<file path="config.mk">
export PLATFORM = sky130hd
export DESIGN_NAME = f_pc_sequencer
export DESIGN_NICKNAME = d
export VERILOG_FILES = /design/src/rtl/f_pc_sequencer.sv
export SDC_FILE = /design/constraint.sdc
export NUM_CORES = 1
export LEC_CHECK = 0
export ABC_AREA = 0
export CORE_AREA = 2 2 109 111
export DETAILED_ROUTE_END_ITERATION = 10
export DIE_AREA = 0 0 111 113
export PLACE_DENSITY_LB_ADDON = 0.15
export SKIP_LAST_GASP = 1
export SLEW_MARGIN = 20
export SYNTH_ARGS = -nofsm -noshare
export SYNTH_HDL_FRONTEND = slang
export SYNTH_SLANG_ARGS = --single-unit
</file>
<file path="constraint.sdc">
create_clock -name clk -period 2.5 [get_ports clk]
set_input_delay 0.375 -clock clk [delete_from_list [all_inputs] [get_ports clk]]
set_output_delay 0.375 -clock clk [all_outputs]
set_load 0.005 [all_outputs]
</file>
<file path="src/rtl/f_pc_sequencer.sv">
// Fetch-stage PC owner for the 5-stage MIPS pipeline.
// Chooses the next fetch address from CP0 exception entry, eret return,
// D-stage jump/branch, hazard stall and sequential fetch. It also tracks
// the exception level, and parks a redirect while instruction memory is busy.
//
// Handshake with instruction memory: F_pc is offered every cycle, and
// imem_ready=1 means the address is accepted at this rising edge. Only an
// accepted fetch advances F_pc and raises F_valid for the next cycle. A
// cycle without acceptance leaves F_pc unchanged and F_valid low, and any
// redirect chosen in that cycle is parked in pend_pc/pend_src.
module f_pc_sequencer #(
   parameter logic [31:0] RESET_PC   = 32'h0000_3000,
   parameter logic [31:0] HANDLER_PC = 32'h0000_4180,
   parameter logic [31:0] ERET_OFS   = 32'd4
) (
   input  logic        clk,
   input  logic        reset,
   input  logic        stall,
   input  logic        req,
   input  logic        eret,
   input  logic [31:0] epc,
   input  logic        br_taken,
   input  logic [31:0] br_target,
   input  logic        imem_ready,
   output logic [31:0] F_pc,
   output logic        F_valid,
   output logic        F_flush_D,
   output logic        exl,
   output logic        dbg_state
);

   typedef enum logic [0:0] {
      ST_RUN  = 1'b0,
      ST_WAIT = 1'b1
   } state_t;

   typedef enum logic [1:0] {
      SRC_NONE = 2'd0,
      SRC_REQ  = 2'd1,
      SRC_ERET = 2'd2,
      SRC_BR   = 2'd3
   } src_t;

   state_t      state_q, state_d;
   src_t        pend_src_q, pend_src_d;
   logic [31:0] pend_pc_q, pend_pc_d;
   logic [31:0] f_pc_d;
   logic        f_valid_d;
   logic        exl_d;
   // Set by reset and cleared by the first accepted fetch. The first fetch
   // after reset is RESET_PC itself, so the address must not step ahead by 4.
   logic        boot_q, boot_d;

   logic        req_e;
   logic [31:0] eret_pc;
   logic [31:0] seq_pc;
   src_t        run_src;
   logic [31:0] run_pc;
   src_t        wait_src;
   logic [31:0] wait_pc;

   // A request that arrives while already in the handler is dropped.
   assign req_e     = req & ~exl;
   assign eret_pc   = epc + ERET_OFS;
   assign F_flush_D = req_e | eret;
   assign dbg_state = state_q;

   // Sequential candidate: hold on stall and on the boot fetch, else PC+4.
   always_comb begin
      seq_pc = F_pc + 32'd4;
      if (stall || boot_q) begin
         seq_pc = F_pc;
      end
   end

   // RUN-state redirect arbitration: req_e > eret > unstalled branch.
   always_comb begin
      run_src = SRC_NONE;
      run_pc  = seq_pc;
      if (req_e) begin
         run_src = SRC_REQ;
         run_pc  = HANDLER_PC;
      end else if (eret) begin
         run_src = SRC_ERET;
         run_pc  = eret_pc;
      end else if (br_taken && !stall) begin
         run_src = SRC_BR;
         run_pc  = br_target;
      end
   end

   // WAIT-state overwrite rules: req_e always replaces the parked redirect,
   // and eret replaces it unless an exception entry is already parked.
   // A branch never replaces it, because D re-issues it after the flush.
   always_comb begin
      wait_src = SRC_NONE;
      wait_pc  = pend_pc_q;
      if (req_e) begin
         wait_src = SRC_REQ;
         wait_pc  = HANDLER_PC;
      end else if (eret && (pend_src_q != SRC_REQ)) begin
         wait_src = SRC_ERET;
         wait_pc  = eret_pc;
      end
   end

   // Next-state, next-PC, exl and pending-redirect update.
   always_comb begin
      state_d    = state_q;
      f_pc_d     = F_pc;
      f_valid_d  = F_valid;
      exl_d      = exl;
      pend_pc_d  = pend_pc_q;
      pend_src_d = pend_src_q;
      boot_d     = boot_q;

      case (state_q)
         ST_RUN: begin
            if (run_src == SRC_REQ) begin
               exl_d = 1'b1;
            end else if (run_src == SRC_ERET) begin
               exl_d = 1'b0;
            end

            if (imem_ready) begin
               f_pc_d    = run_pc;
               f_valid_d = 1'b1;
               boot_d    = 1'b0;
            end else if (run_src != SRC_NONE) begin
               pend_pc_d  = run_pc;
               pend_src_d = run_src;
               f_valid_d  = 1'b0;
               state_d    = ST_WAIT;
            end else begin
               f_valid_d = 1'b0;
            end
         end

         ST_WAIT: begin
            f_valid_d = 1'b0;
            if (wait_src != SRC_NONE) begin
               pend_pc_d  = wait_pc;
               pend_src_d = wait_src;
               exl_d      = (wait_src == SRC_REQ);
            end

            if (imem_ready) begin
               f_pc_d     = wait_pc;
               f_valid_d  = 1'b1;
               pend_src_d = SRC_NONE;
               boot_d     = 1'b0;
               state_d    = ST_RUN;
            end
         end

         default: begin
            state_d = ST_RUN;
         end
      endcase
   end

   // State and datapath registers; reset discards any parked redirect.
   always_ff @(posedge clk or negedge reset) begin
      if (!reset) begin
         state_q    <= ST_RUN;
         F_pc       <= RESET_PC;
         F_valid    <= 1'b0;
         exl        <= 1'b0;
         pend_pc_q  <= 32'd0;
         pend_src_q <= SRC_NONE;
         boot_q     <= 1'b1;
      end else begin
         state_q    <= state_d;
         F_pc       <= f_pc_d;
         F_valid    <= f_valid_d;
         exl        <= exl_d;
         pend_pc_q  <= pend_pc_d;
         pend_src_q <= pend_src_d;
         boot_q     <= boot_d;
      end
   end

endmodule

</file>
==> flow_metrics.py, run 1 <==
metrics = {
    "timing": {
        "min_period_over_period": 0.985,
        "fin_skew_ps": 4.30,
        "maxSlewViolCount": 0,
        "fmax_ghz": 0.406,
        "fin_hold_ws_ps": 11.9,
        "finalSetupTns_ps": 0,
        "relSlewSlack": 0.594,
        "period_needed_ps": 2460,
        "setup_viol": 0,
        "hold_violations": 0,
        "rsz0062_at_grt": "yes",
        "worstMarginPinSlew_ps": 603,
    },
    "cts": {
        "cts_tree": "done",
        "clock_latency_ps": 350,
        "clk_pin_slew_ps": 60,
        "h-tree-depth": 3,
        "cts_sinks": 70,
        "cts_buffer_depth": 2,
        "cts_root_buf": "clkbuf_16",
        "numCtsBuffers": 9,
    },
    "pwr": {
        "power_frac_comb": 0.394,
        "pwr-share-clk": 0.272,
        "intPower_uw": 3220,
        "p_leak_uw": 0.00299,
        "ir_drop_mv": 0.497,
        "swShare": 0.362,
        "switching_power_uw": 1820,
        "pwr-share-seq": 0.334,
        "powerDensity_mw_per_mm2": 675,
    },
    "route": {
        "viasPerCell": 6.14,
        "drt_iter0_drc": 641,
        "drc": 0,
        "wl_per_cell_um": 20.7,
        "ant_nets": 0,
        "vias": 6137,
        "routed_wl_um": 20700,
        "firstDrtPassIters": 7,
    },
    "placed_design": {
        "dpl_cell_area_mm2": 0.00709,
        "hpwl_um": 15400,
        "dp.cells": 983,
        "gp_congestion": 0.994,
        "io_buffers": 106,
    },
    "synth": {
        "synth_top_area_frac": 0.323,
        "synth_seq_cells": 70,
        "synth-simple-area-share": 0.269,
        "syn_area_per_cell_um2": 7.72,
        "synth-compound-area-share": 0.249,
        "synth_common_cells": "nand2_1 (81), dfrtp_1 (67), nor2_1 (60), o21ai_0 (60), clkbuf_1 (41)",
        "synth_edf_count": 0,
        "ys_top_cells_by_area": "dfrtp_1 (32%), nand2_1 (5.9%), o21ai_0 (5.8%)",
        "synthFlopType": "dfrtp_1",
        "synth_cell_type_count": 63,
        "syn-cell-area_mm2": 0.00518,
        "muxShareOfSynthArea": 0.0227,
        "synth-adder-area-share": 0.00483,
        "yosysMostFrequentCell": "nand2_1",
        "syn_inst": 672,
        "async_flop_share": 1.00,
        "yosysTopAreaCell": "dfrtp_1",
        "synth_fp_nets": 745,
        "synth_top_family_by_area": "simple AND/OR/NAND/NOR gates",
        "synth-xor-area-share": 0.0659,
        "synth-seq-area-share": 0.339,
        "synth_warnings": 0,
    },
    "setup_path": {
        "worst_ep_required_time_ps": 2710,
        "critPathLaunch": "epc[3]",
        "crit_path_max_incr_delay_ps": 490,
        "cp_num_cells": 8,
        "cp.arrival_ps": 2670,
        "critPathTopFamily": "compound AO/OA/AOI/OAI gates",
        "path_cells": "clkdlybuf4s50_1, ha_2, nand4_1, or4_4, o31ai_2, nand3_1, a221oi_1, a21oi_2",
        "rr_endpoint": "F_pc[30]",
        "criticalPathCategory": "primary input to flip-flop",
        "start_kind": "primary input",
        "crit_buf_inv": 1,
        "cp_max_fo": 5,
        "rrSetupSlack_ps": 100,
        "worst_path_max_delay_cell": "clkdlybuf4s50_1",
        "ff2ff_path_depth": 6,
        "reg2reg_from": "F_pc[12]",
        "crit_path_end_kind": "flip-flop",
    },
    "layout": {
        "multiInputGateArea_mm2": 0.00324,
        "regArea_mm2": 0.00176,
        "drive_above_1_share": 0.187,
        "fin_area_mm2": 0.00747,
        "layout.nets": 924,
        "insertedDiodeCount": 0,
        "syn_to_final_growth_pct": 44.0,
        "fin_cells": 999,
        "fillCellCount": 978,
    },
    "floorplan": {
        "dieWidth_um": 111,
        "start_util": 0.460,
        "rows": 39,
        "ios": 107,
        "core_area_mm2": 0.0113,
        "die_h_um": 113,
        "die_area_mm2": 0.0125,
    },
    "global_routing": {
        "grt_pass1_wl_um": 32400,
        "grt_max_degree": 55,
        "grt_pass1_vias": 5995,
        "grt_util_all_layers": 0.331,
        "antenna_found_initial": 0,
        "grt-ovfl-total": 0,
    },
    "worst_hold_path": {
        "min_path_type": "primary input to async pin",
    },
    "run": {
        "cap_violations": 0,
    },
    "run_status": {
        "status": "finished, final reports clean",
    },
}
==> cell families after synthesis <==
| family | after synthesis |
|---|---|
| xor+xnor | 39 |
| mux | 11 |
| compound gates | 200 |
| buf+inv | 69 |
| fa+ha+maj | 2 |
| flops | 70 |
| simple gates | 281 |
==> registers in the layout, summed over array words and instances (netlist names) <==
name        flops
F_pc           32
F_valid         1
boot_q          1
dbg_state       1
exl             1
pend_pc_q      32
pend_src_q      2
==> per-stage QoR <==
stage	power (µW)	setup WS [ps]	utilization
floorplan	2590	89.8	-
global placement	3570	-309	0.629
detailed placement	3620	-362	0.629
CTS	5000	3.87	0.656
global route	5300	-55.9	0.663
finish	5040	38.7	0.663
==> power groups by stage <==
stage / Sequential, µW / Clock, µW / Combinational [µW]
detailed placement: 1690 / 0 / 1930
global route: 1720 / 1420 / 2150
CTS: 1680 / 1380 / 1950
global placement: 1680 / 0 / 1900
finish: 1690 / 1370 / 1990
floorplan: 1670 / 0 / 924
==> what timing repair did <==
item | in CTS | in global routing
hold buffers | 0 | 0
gates resized for setup | 0 | 16
setup buffers | 0 | 0
setup endpoints to repair | 0 | 24
==> layout by cell type, fill, tap and decap left out, types with 11 or more instances in the layout <==
master and count:
a21oi_1 36, nor2_1 60, clkdlybuf4s50_1 104, nand3_1 36
xnor2_1 28, buf_4 104, nor4_1 17, inv_1 24
nor3_1 16, a31oi_1 14, dfrtp_1 67, o21ai_0 59
xor2_1 11, nand2_1 81, nand4_1 20
==> how the worst max path moves through the flow <==
stage          slack [ps]            end
6_report               40       F_pc[26]
5_1_grt               -60       F_pc[26]
4_1_cts                 4  pend_pc_q[31]
3_5_place_dp         -360       F_pc[25]
3_3_place_gp         -310       F_pc[26]
2_1_floorplan          90       F_pc[26]
==> metal layers <==
metal	GRT usage	wire (µm)	up-vias	part of all wire
met4	0.100	447	0	0.022
li1	-	-	2860	-
met2	0.510	9140	339	0.44
met1	0.461	9100	2902	0.44
met5	0	0	-	0
met3	0.0852	1970	36	0.095
==> worst reg2reg max path: cells and delay by family (launching register included) <==
family / cells / cell delay (ps)
compound gates: 2 / 580
xor+xnor: 1 / 100
simple gates: 3 / 1090
flops: 1 / 530
==> layout make-up <==
type,count,share of cell area
clock buffers,11,0.0338
clock inverters,5,0.00754
inverters,24,0.0121
multi-input cells,533,0.434
flip-flops and latches,70,0.235
well taps,143,0.0240
repair buffers,213,0.253
(Power assumes the default switching activity.)
==> run 2, diff against run 1 <==
CORE_AREA = 2 2 105 107   (was 2 2 109 111)
DIE_AREA = 0 0 107 109   (was 0 0 111 113)
GPL_ROUTABILITY_DRIVEN = 0   (was not set)
clock period = 2.85 ns   (was 2.5 ns; I/O delays follow)
==> flow_metrics.py, run 2 (synthesized netlist as in run 1, its figures left out) <==
metrics = {
    "setup_path": {
        "worst_path_max_delay_cell": "or4_4",
        "crit_buf_inv": 1,
        "cp.arrival_ps": 2890,
        "start_kind": "primary input",
        "path_cells": "clkdlybuf4s50_1, or3b_1, or4_4, or4_1, a31oi_1, a221oi_1, a21oi_2",
        "cp_max_fo": 4,
        "crit_path_end_kind": "flip-flop",
        "criticalPathCategory": "primary input to flip-flop",
        "critPathTopFamily": "simple AND/OR/NAND/NOR gates",
        "crit_path_max_incr_delay_ps": 550,
        "worst_ep_required_time_ps": 3150,
    },
    "global_routing": {
        "grt_max_degree": 71,
        "grt_pass1_wl_um": 29600,
        "grt-ovfl-total": 0,
        "grt_util_all_layers": 0.329,
        "antenna_found_initial": 0,
        "grt_pass1_vias": 5628,
    },
    "route": {
        "ant_nets": 0,
        "vias": 5999,
        "wl_per_cell_um": 19.6,
        "routed_wl_um": 18800,
        "viasPerCell": 6.27,
        "drc": 0,
        "drt_iter0_drc": 686,
        "firstDrtPassIters": 6,
    },
    "timing": {
        "maxSlewViolCount": 0,
        "fin_hold_ws_ps": 102,
        "fin_skew_ps": 13.2,
        "finalSetupTns_ps": 0,
        "fmax_ghz": 0.386,
        "min_period_over_period": 0.910,
        "worstMarginPinSlew_ps": 690,
        "relSlewSlack": 0.540,
        "rsz0062_at_grt": "no",
        "hold_violations": 0,
        "setup_viol": 0,
        "period_needed_ps": 2590,
    },
    "pwr": {
        "p_leak_uw": 0.00271,
        "ir_drop_mv": 0.285,
        "powerDensity_mw_per_mm2": 562,
    },
    "layout": {
        "mostFrequentLayoutCell": "clkdlybuf4s50_1",
        "drive_above_1_share": 0.129,
        "fin_cells": 957,
        "insertedDiodeCount": 0,
        "post-route-util": 0.660,
        "reg.largest.list": "F_pc: 32 flops, pend_pc_q: 32 flops, pend_src_q: 2 flops",
        "syn_to_final_growth_pct": 34.9,
        "layout.nets": 885,
        "final_cell_mix": "clkdlybuf4s50_1 (104), nand2_1 (81), dfrtp_1 (67)",
        "fillCellCount": 904,
    },
    "run": {
        "cap_violations": 0,
    },
    "cts": {
        "cts_setup_buffers": 0,
        "cts_hold_buf": 0,
        "clk_pin_slew_ps": 80,
        "clock_latency_ps": 370,
        "cts_buffer_depth": 2,
        "h-tree-depth": 3,
        "cts_root_buf": "clkbuf_8",
        "cts_sinks": 70,
        "numCtsBuffers": 9,
        "cts_resized": 0,
        "cts_tree": "done",
    },
    "floorplan": {
        "core_area_mm2": 0.0106,
        "ios": 107,
        "dieWidth_um": 107,
        "start_util": 0.489,
        "die_area_mm2": 0.0117,
        "rows": 38,
        "die_h_um": 109,
    },
    "placed_design": {
        "io_buffers": 106,
        "hpwl_um": 14000,
        "dp.cells": 941,
    },
    "worst_hold_path": {
        "min_path_type": "primary input to async pin",
    },
    "run_status": {
        "status": "finished, final reports clean",
    },
}
run 2: cell type report:
type,instances,area [µm²],area share
clock buffers,10,128,0.0182
clock inverters,6,62.6,0.00894
inverters,24,90.1,0.0129
multi-input cells,533,3170,0.454
well taps,140,175,0.0250
repair buffers,174,1610,0.230
flip-flops and latches,70,1760,0.251
run 2: path summary, 6_finish.rpt:
path                                from       endpoint  slack (ps)  cells past startpoint
min reg2reg                pend_pc_q[12]  pend_pc_q[12]         490                      2
max reg2reg                     F_pc[12]       F_pc[26]         270                      6
min                                reset        F_valid         100                      1
min in group clk           pend_pc_q[12]  pend_pc_q[12]         490                      2
max                                stall       F_pc[26]         260                      7
max in group asynchronous          reset  pend_src_q[1]        1920                      2
run 2: metal layers:
metal  share of wire  vias to the layer above  GRT usage
met5               0                        -          0
met4           0.025                        0      0.136
met2            0.45                      389      0.506
met3            0.11                       46     0.0693
met1            0.41                     2787      0.454
li1                -                     2777          -
run 2: power by group:
group / internal (µW) / switching, µW / leakage (µW)
sequential: 1250 / 272 / 0.000850
combinational: 773 / 803 / 0.00178
clock: 401 / 426 / 0.0000883
total: 2430 / 1500 / 0.00271
run 2: through the flow:
step           instance area [µm²]  total power [µW]  setup WS [ps]
6_report                      7000              3930            257
3_3_place_gp                  6810              3020          -79.4
3_5_place_dp                  6810              3070          -79.2
4_1_cts                       7000              3890            292
5_1_grt                       7000              4130            138
2_1_floorplan                 5180              2270            428
